File: src/rtl/vga_timing_gen.sv
// VGA raster timing: column/row counters with HSync, VSync, active-video flag
// and line/frame start strobes, all registered and aligned to the counters.
module vga_timing_gen #(
  parameter int unsigned TOTAL_COLS      = 800,
  parameter int unsigned TOTAL_ROWS      = 525,
  parameter int unsigned ACTIVE_COLS     = 640,
  parameter int unsigned ACTIVE_ROWS     = 480,
  parameter int unsigned H_FRONT_PORCH   = 16,
  parameter int unsigned H_SYNC_WIDTH    = 96,
  parameter int unsigned V_FRONT_PORCH   = 10,
  parameter int unsigned V_SYNC_WIDTH    = 2,
  parameter int unsigned SYNC_ACTIVE_LOW = 1
) (
  input  logic       i_Clk,
  input  logic       i_Rst,
  input  logic       i_Enable,
  output logic       o_HSync,
  output logic       o_VSync,
  output logic [9:0] o_Col_Count,
  output logic [9:0] o_Row_Count,
  output logic       o_Active,
  output logic       o_Line_Start,
  output logic       o_Frame_Start
);

  localparam int unsigned CNT_W = 10;
  // One extra bit so limits equal to 1024 still compare correctly.
  localparam int unsigned CMP_W = CNT_W + 1;

  localparam logic [CNT_W-1:0] COL_LAST = CNT_W'(TOTAL_COLS - 1);
  localparam logic [CNT_W-1:0] ROW_LAST = CNT_W'(TOTAL_ROWS - 1);

  localparam logic [CMP_W-1:0] H_ACT_LIM    = CMP_W'(ACTIVE_COLS);
  localparam logic [CMP_W-1:0] V_ACT_LIM    = CMP_W'(ACTIVE_ROWS);
  localparam logic [CMP_W-1:0] H_SYNC_FIRST = CMP_W'(ACTIVE_COLS + H_FRONT_PORCH);
  localparam logic [CMP_W-1:0] H_SYNC_LIM   = CMP_W'(ACTIVE_COLS + H_FRONT_PORCH + H_SYNC_WIDTH);
  localparam logic [CMP_W-1:0] V_SYNC_FIRST = CMP_W'(ACTIVE_ROWS + V_FRONT_PORCH);
  localparam logic [CMP_W-1:0] V_SYNC_LIM   = CMP_W'(ACTIVE_ROWS + V_FRONT_PORCH + V_SYNC_WIDTH);

  localparam logic SYNC_ON  = (SYNC_ACTIVE_LOW != 0) ? 1'b0 : 1'b1;
  localparam logic SYNC_OFF = ~SYNC_ON;

  // Reject timing sets that cannot be represented or do not fit in a line/frame.
  if (ACTIVE_COLS + H_FRONT_PORCH + H_SYNC_WIDTH > TOTAL_COLS) begin : g_bad_h_timing
    $fatal(1, "vga_timing_gen: horizontal active+porch+sync exceeds TOTAL_COLS");
  end
  if (ACTIVE_ROWS + V_FRONT_PORCH + V_SYNC_WIDTH > TOTAL_ROWS) begin : g_bad_v_timing
    $fatal(1, "vga_timing_gen: vertical active+porch+sync exceeds TOTAL_ROWS");
  end
  if ((TOTAL_COLS > 1024) || (TOTAL_ROWS > 1024)) begin : g_bad_size
    $fatal(1, "vga_timing_gen: TOTAL_COLS/TOTAL_ROWS must not exceed 1024");
  end
  if ((TOTAL_COLS == 0) || (TOTAL_ROWS == 0)) begin : g_bad_zero
    $fatal(1, "vga_timing_gen: TOTAL_COLS/TOTAL_ROWS must be non-zero");
  end

  logic [CNT_W-1:0] col_nxt;
  logic [CNT_W-1:0] row_nxt;
  logic             line_start_nxt;
  logic             frame_start_nxt;
  logic             hsync_nxt;
  logic             vsync_nxt;
  logic             active_nxt;
  logic [CMP_W-1:0] col_ext;
  logic [CMP_W-1:0] row_ext;
  logic             col_last;
  logic             row_last;

  assign col_last = (o_Col_Count == COL_LAST);
  assign row_last = (o_Row_Count == ROW_LAST);

  // Next counter values and strobes; everything below decodes from these.
  always_comb begin
    col_nxt         = o_Col_Count;
    row_nxt         = o_Row_Count;
    line_start_nxt  = 1'b0;
    frame_start_nxt = 1'b0;
    if (i_Enable) begin
      if (col_last) begin
        col_nxt        = '0;
        line_start_nxt = 1'b1;
        if (row_last) begin
          row_nxt         = '0;
          frame_start_nxt = 1'b1;
        end else begin
          row_nxt = o_Row_Count + CNT_W'(1);
        end
      end else begin
        col_nxt = o_Col_Count + CNT_W'(1);
      end
    end
  end

  // Sync and active decode from next-state counters for zero skew.
  always_comb begin
    col_ext    = {1'b0, col_nxt};
    row_ext    = {1'b0, row_nxt};
    hsync_nxt  = SYNC_OFF;
    vsync_nxt  = SYNC_OFF;
    active_nxt = (col_ext < H_ACT_LIM) && (row_ext < V_ACT_LIM);
    if ((col_ext >= H_SYNC_FIRST) && (col_ext < H_SYNC_LIM)) begin
      hsync_nxt = SYNC_ON;
    end
    if ((row_ext >= V_SYNC_FIRST) && (row_ext < V_SYNC_LIM)) begin
      vsync_nxt = SYNC_ON;
    end
  end

  // Reset parks on the last blanking pixel so the first enabled edge is (0,0).
  always_ff @(posedge i_Clk) begin
    if (i_Rst) begin
      o_Col_Count   <= COL_LAST;
      o_Row_Count   <= ROW_LAST;
      o_HSync       <= SYNC_OFF;
      o_VSync       <= SYNC_OFF;
      o_Active      <= 1'b0;
      o_Line_Start  <= 1'b0;
      o_Frame_Start <= 1'b0;
    end else begin
      o_Col_Count   <= col_nxt;
      o_Row_Count   <= row_nxt;
      o_HSync       <= hsync_nxt;
      o_VSync       <= vsync_nxt;
      o_Active      <= active_nxt;
      o_Line_Start  <= line_start_nxt;
      o_Frame_Start <= frame_start_nxt;
    end
  end

endmodule

File: config.mk
export PLATFORM = sky130hd
export DESIGN_NAME = vga_timing_gen
export DESIGN_NICKNAME = d
export VERILOG_FILES = /design/src/rtl/vga_timing_gen.sv
export SDC_FILE = /design/constraint.sdc
export NUM_CORES = 1
export LEC_CHECK = 0
export ABC_AREA = 1
export BUFFER_PORTS_ARGS = -buffer_cell sky130_fd_sc_hd__buf_2
export CAP_MARGIN = 25
export CORE_MARGIN = 4
export CORE_UTILIZATION = 49
export DETAILED_ROUTE_END_ITERATION = 8
export PLACE_DENSITY_LB_ADDON = 0.3
export SLEW_MARGIN = 30
export SYNTH_ARGS = -nofsm -noshare
export SYNTH_HDL_FRONTEND = slang
export SYNTH_SLANG_ARGS = --single-unit
export TNS_END_PERCENT = 10
File: constraint.sdc
create_clock -name i_Clk -period 1.85 [get_ports i_Clk]
set_clock_uncertainty 0.15 [all_clocks]
set_input_delay 0.185 -clock i_Clk [delete_from_list [all_inputs] [get_ports i_Clk]]
set_output_delay 0.185 -clock i_Clk [all_outputs]
set_load 0.03 [all_outputs]
==> summary.md <==
| Metric | Value |
|---|---|
| Area of the mapped netlist | `between 1000 and 1500 µm²` |
| Hold Path Stages | `3` |
| Top cells by count, synth | `72 x nand2_1, 34 x nor2_1, 27 x inv_1` |
| Rows | `19` |
| Worst R2R Path Depth | `11` |
| Crit path DAT | `1.93 ns` |
| Fin. max-slew vios | `0` |
| Crit Path Class | `reg -> reg` |
| Post-Synth Simple-Gate Area | `between 40% and 50%` |
| Yosys Warn Count | `0` |
| First-pass GRT wire length | `6.182 mm` |
| GP Congestion | `0.8595` |
| # port buffers | `27` |
| Crit Path Max Fanout | `6` |
| Post-route ant nets | `0` |
| Top_reg_cell synth | `dfxtp_1` |
| Min Tclk post-route | `1.823 ns` |
| Final Hold Vio Count | `0` |
| Fraction of layout cells with a size suffix above 1 | `28.73%` |
| Initial antenna violation count | `0` |
| Clock power share | `16.2%` |
| Crit-path cells | `ha_4 > nand2_4 > nor2_4 > nand3_4 > nor2_4 > nand2_2 > nand2_2 > nand2_2 > a21oi_2 > nand3_1 > nor2_1` |
| Die Wd | `~62 µm` |
| Drt via density | `5.127` |
| Iteration-0 DRC Markers | `between 70 and 80` |
| Placeable Area | `approximately 2800 µm²` |
| Sw Share | `around 40%` |
| Post-synthesis adder-cell area fraction | `approximately 2.6%` |
| Switching power | `about 0.64 mW` |
| Die span in y | `62.26 µm` |
| Power per standard cell area | `about 840 nW/µm²` |
| Mux contribution to synthesized area | `0%` |
| Library cells used by synthesis | `26` |
| Req. time, crit path | `1.96 ns` |
| Ports | `28` |
| Remaining DRCs | `0` |
| Status | `finished clean` |
| Layout area overhead | `28.97%` |
| Slew HR | `72.46%` |
| DR pass1 iterations | `4` |
| Compound-gate portion of the synthesized area | `under 10%` |
| Via Count | `approximately 1600` |
| Syn nets | `between 200 and 250` |
| Clock Latency Late Sink | `approximately 0.32 ns` |
| Avg Inst Size Synth | `6.412 µm²` |
| # fillers | `between 200 and 300` |
| Actual slew at the worst max-slew pin | `around 0.4 ns` |
| CTS root buf | `clkbuf_4` |
| Critical path startpoint category | `register` |
| DIE AREA | `around 3900 µm²` |
| Vias in the first global route | `roughly 1300` |
| Comb power frac | `a little over two fifths` |
| FFs w/ async S/R, synth | `0%` |
| Lkg Pwr | `approximately 0.94 nW` |
| Fin util | `about 67%` |
| Internal power | `~0.92 mW` |
| Initial core utilization | `between 50% and 60%` |
| Pin count of the biggest net entering global routing | `18` |
| Sequential share of power | `about 40%` |
| Worst-path clk slew | `around 0.15 ns` |
| Most used cell, CP | `nand2_2` |
| CP endpoint kind | `register` |
| Count leader, synth | `nand2_1` |
| Seq. cell area | `505.5 µm²` |
| Synth Area in XOR/XNOR | `under 10%` |
| Largest cells by area after synthesis | `dfxtp_1 35%, nand2_1 19%, nor2_1 8.8%, nand3_1 7.3%, inv_1 7.0%` |
| Worst hold path class | `in -> reg` |
| ANT cells | `0` |
| Number of flops mapped to enable cells by yosys | `0` |
| Synthesized instance count | `between 200 and 250` |
| Final setup violating endpoints | `0` |
| Peak VDD IR | `0.6400 mV` |
| Finished Layout Cells | `about 310` |
| Post-detail-place hpwl | `approximately 2.7 mm` |
| CTS tree | `built` |
| Max Fclk | `around 550 MHz` |
| Sequential area share after synthesis | `a little over a third` |
| CTS Buf Count | `3` |
| Placed cells | `296` |
| Multi-input gate area | `875.8 µm²` |
| Sink Count | `25` |
| Slowest cell on the critical path | `dfxtp_2` |
| Top cell type's share of synthesized area | `a little over a third` |
| H-tree Lvls | `1` |
| Crit share post-route | `between 90% and 100%` |
| Maxcap violations | `0` |
| GRT overflow | `0` |
| Clk buf depth | `2` |
| Largest area contributor in the netlist | `dfxtp_1` |
| Tot GR Track Use | `18.68%` |
| RSZ-0062 raised after global routing | `yes` |
| Largest family of logic cells by synthesized area | `simple AND/OR/NAND/NOR gates` |
| DRT Wirelength | `3.629 mm` |
| Number of synthesized register bits | `25` |
| Crit path largest cell delay | `between 0.3 and 0.4 ns` |
| Average wire per standard cell | `roughly 12 µm` |
| Post-layout net count | `~280` |
## stage by stage
stage | total power, mW | hold WS, ns | setup WS (ns) | TNS [ns] | instance area (µm²)
finish | 1.562 | 0.03381 | 0.02740 | 0 | 1861
floorplan | 1.064 | 0.2403 | 0.00004730 | 0 | 1445
CTS | 1.505 | 0.004713 | 0.004666 | 0 | 1753
global placement | 1.245 | 0.3181 | 0.06940 | 0 | 1727
detailed placement | 1.248 | 0.3313 | 0.03035 | 0 | 1727
global route | 1.667 | 0.03786 | -0.09200 | -0.2079 | 1861
## state kept, by name, indices dropped and copies added, names as in the netlist
signal         count
o_Line_Start       1
o_Row_Count       10
o_Frame_Start      1
o_HSync            1
o_Active           1
o_VSync            1
o_Col_Count       10
## final timing paths
kind	slack, ns	startpoint	endpoint
max	0.03	o_Col_Count[1]	o_Active
max reg2reg	0.03	o_Col_Count[1]	o_Active
min	0.03	i_Enable	o_Col_Count[1]
min reg2reg	0.48	o_Row_Count[7]	o_Row_Count[7]
## power groups by stage
stage,Sequential (mW),Clock (mW),Combinational [mW]
finish,0.629,0.253,0.680
global route,0.637,0.287,0.743
CTS,0.624,0.266,0.615
detailed placement,0.636,0,0.612
global placement,0.635,0,0.610
floorplan,0.738,0,0.325
## worst max-delay path: cells and delay by family, from the launching register on
family	cells	cell delay, ns
AO/OA/AOI/OAI	1	0.16
AND/OR/NAND/NOR	9	0.90
adder cells (fa/ha/maj)	1	0.16
flip-flops	1	0.38
## timing repair
action                     CTS  global route
buffers inserted             0             5
hold endpoints to repair     0             1
resized for setup            0            17
setup endpoints to repair    0             3
hold buffers                 0             1
## routing by layer
layer  wire, µm  vias up  share of wire (%)  global-route usage (%)
met5          0        -                  0                       0
met4         21        0               0.58                   3.183
met3        251        2                6.9                   3.423
met2       1643       55                 45                   27.98
met1       1713      703                 47                   28.04
li1           -      809                  -                       -
## cells in the final DEF (no fill, tap or decap), types with 3 or more instances in the layout
cell type / instances
nand4_1: 5
dfxtp_1: 21
nor2_2: 3
inv_1: 26
a21oi_1: 3
nand2_1: 70
nor2_4: 4
nor2_1: 31
nand3_1: 20
clkbuf_4: 3
buf_2: 27
buf_4: 21
nand2_2: 4
dfxtp_2: 4
o21ai_0: 5
## kinds of logic after synthesis
kind of cell	count (synthesis)
buf+inv	32
flops	25
fa+ha+maj	3
compound gates	15
simple gates	147
xor+xnor	3
## area by class of cell
cell class / instances / share of cell area [%]
Clock buffer: 4 / 1.412
Inverter: 29 / 5.985
Multi-Input combinational cell: 168 / 47.07
Sequential cell: 25 / 27.17
Tap cell: 31 / 2.085
Timing Repair Buffer: 49 / 16.27
Note: power is estimated with default switching activity, not from simulation.
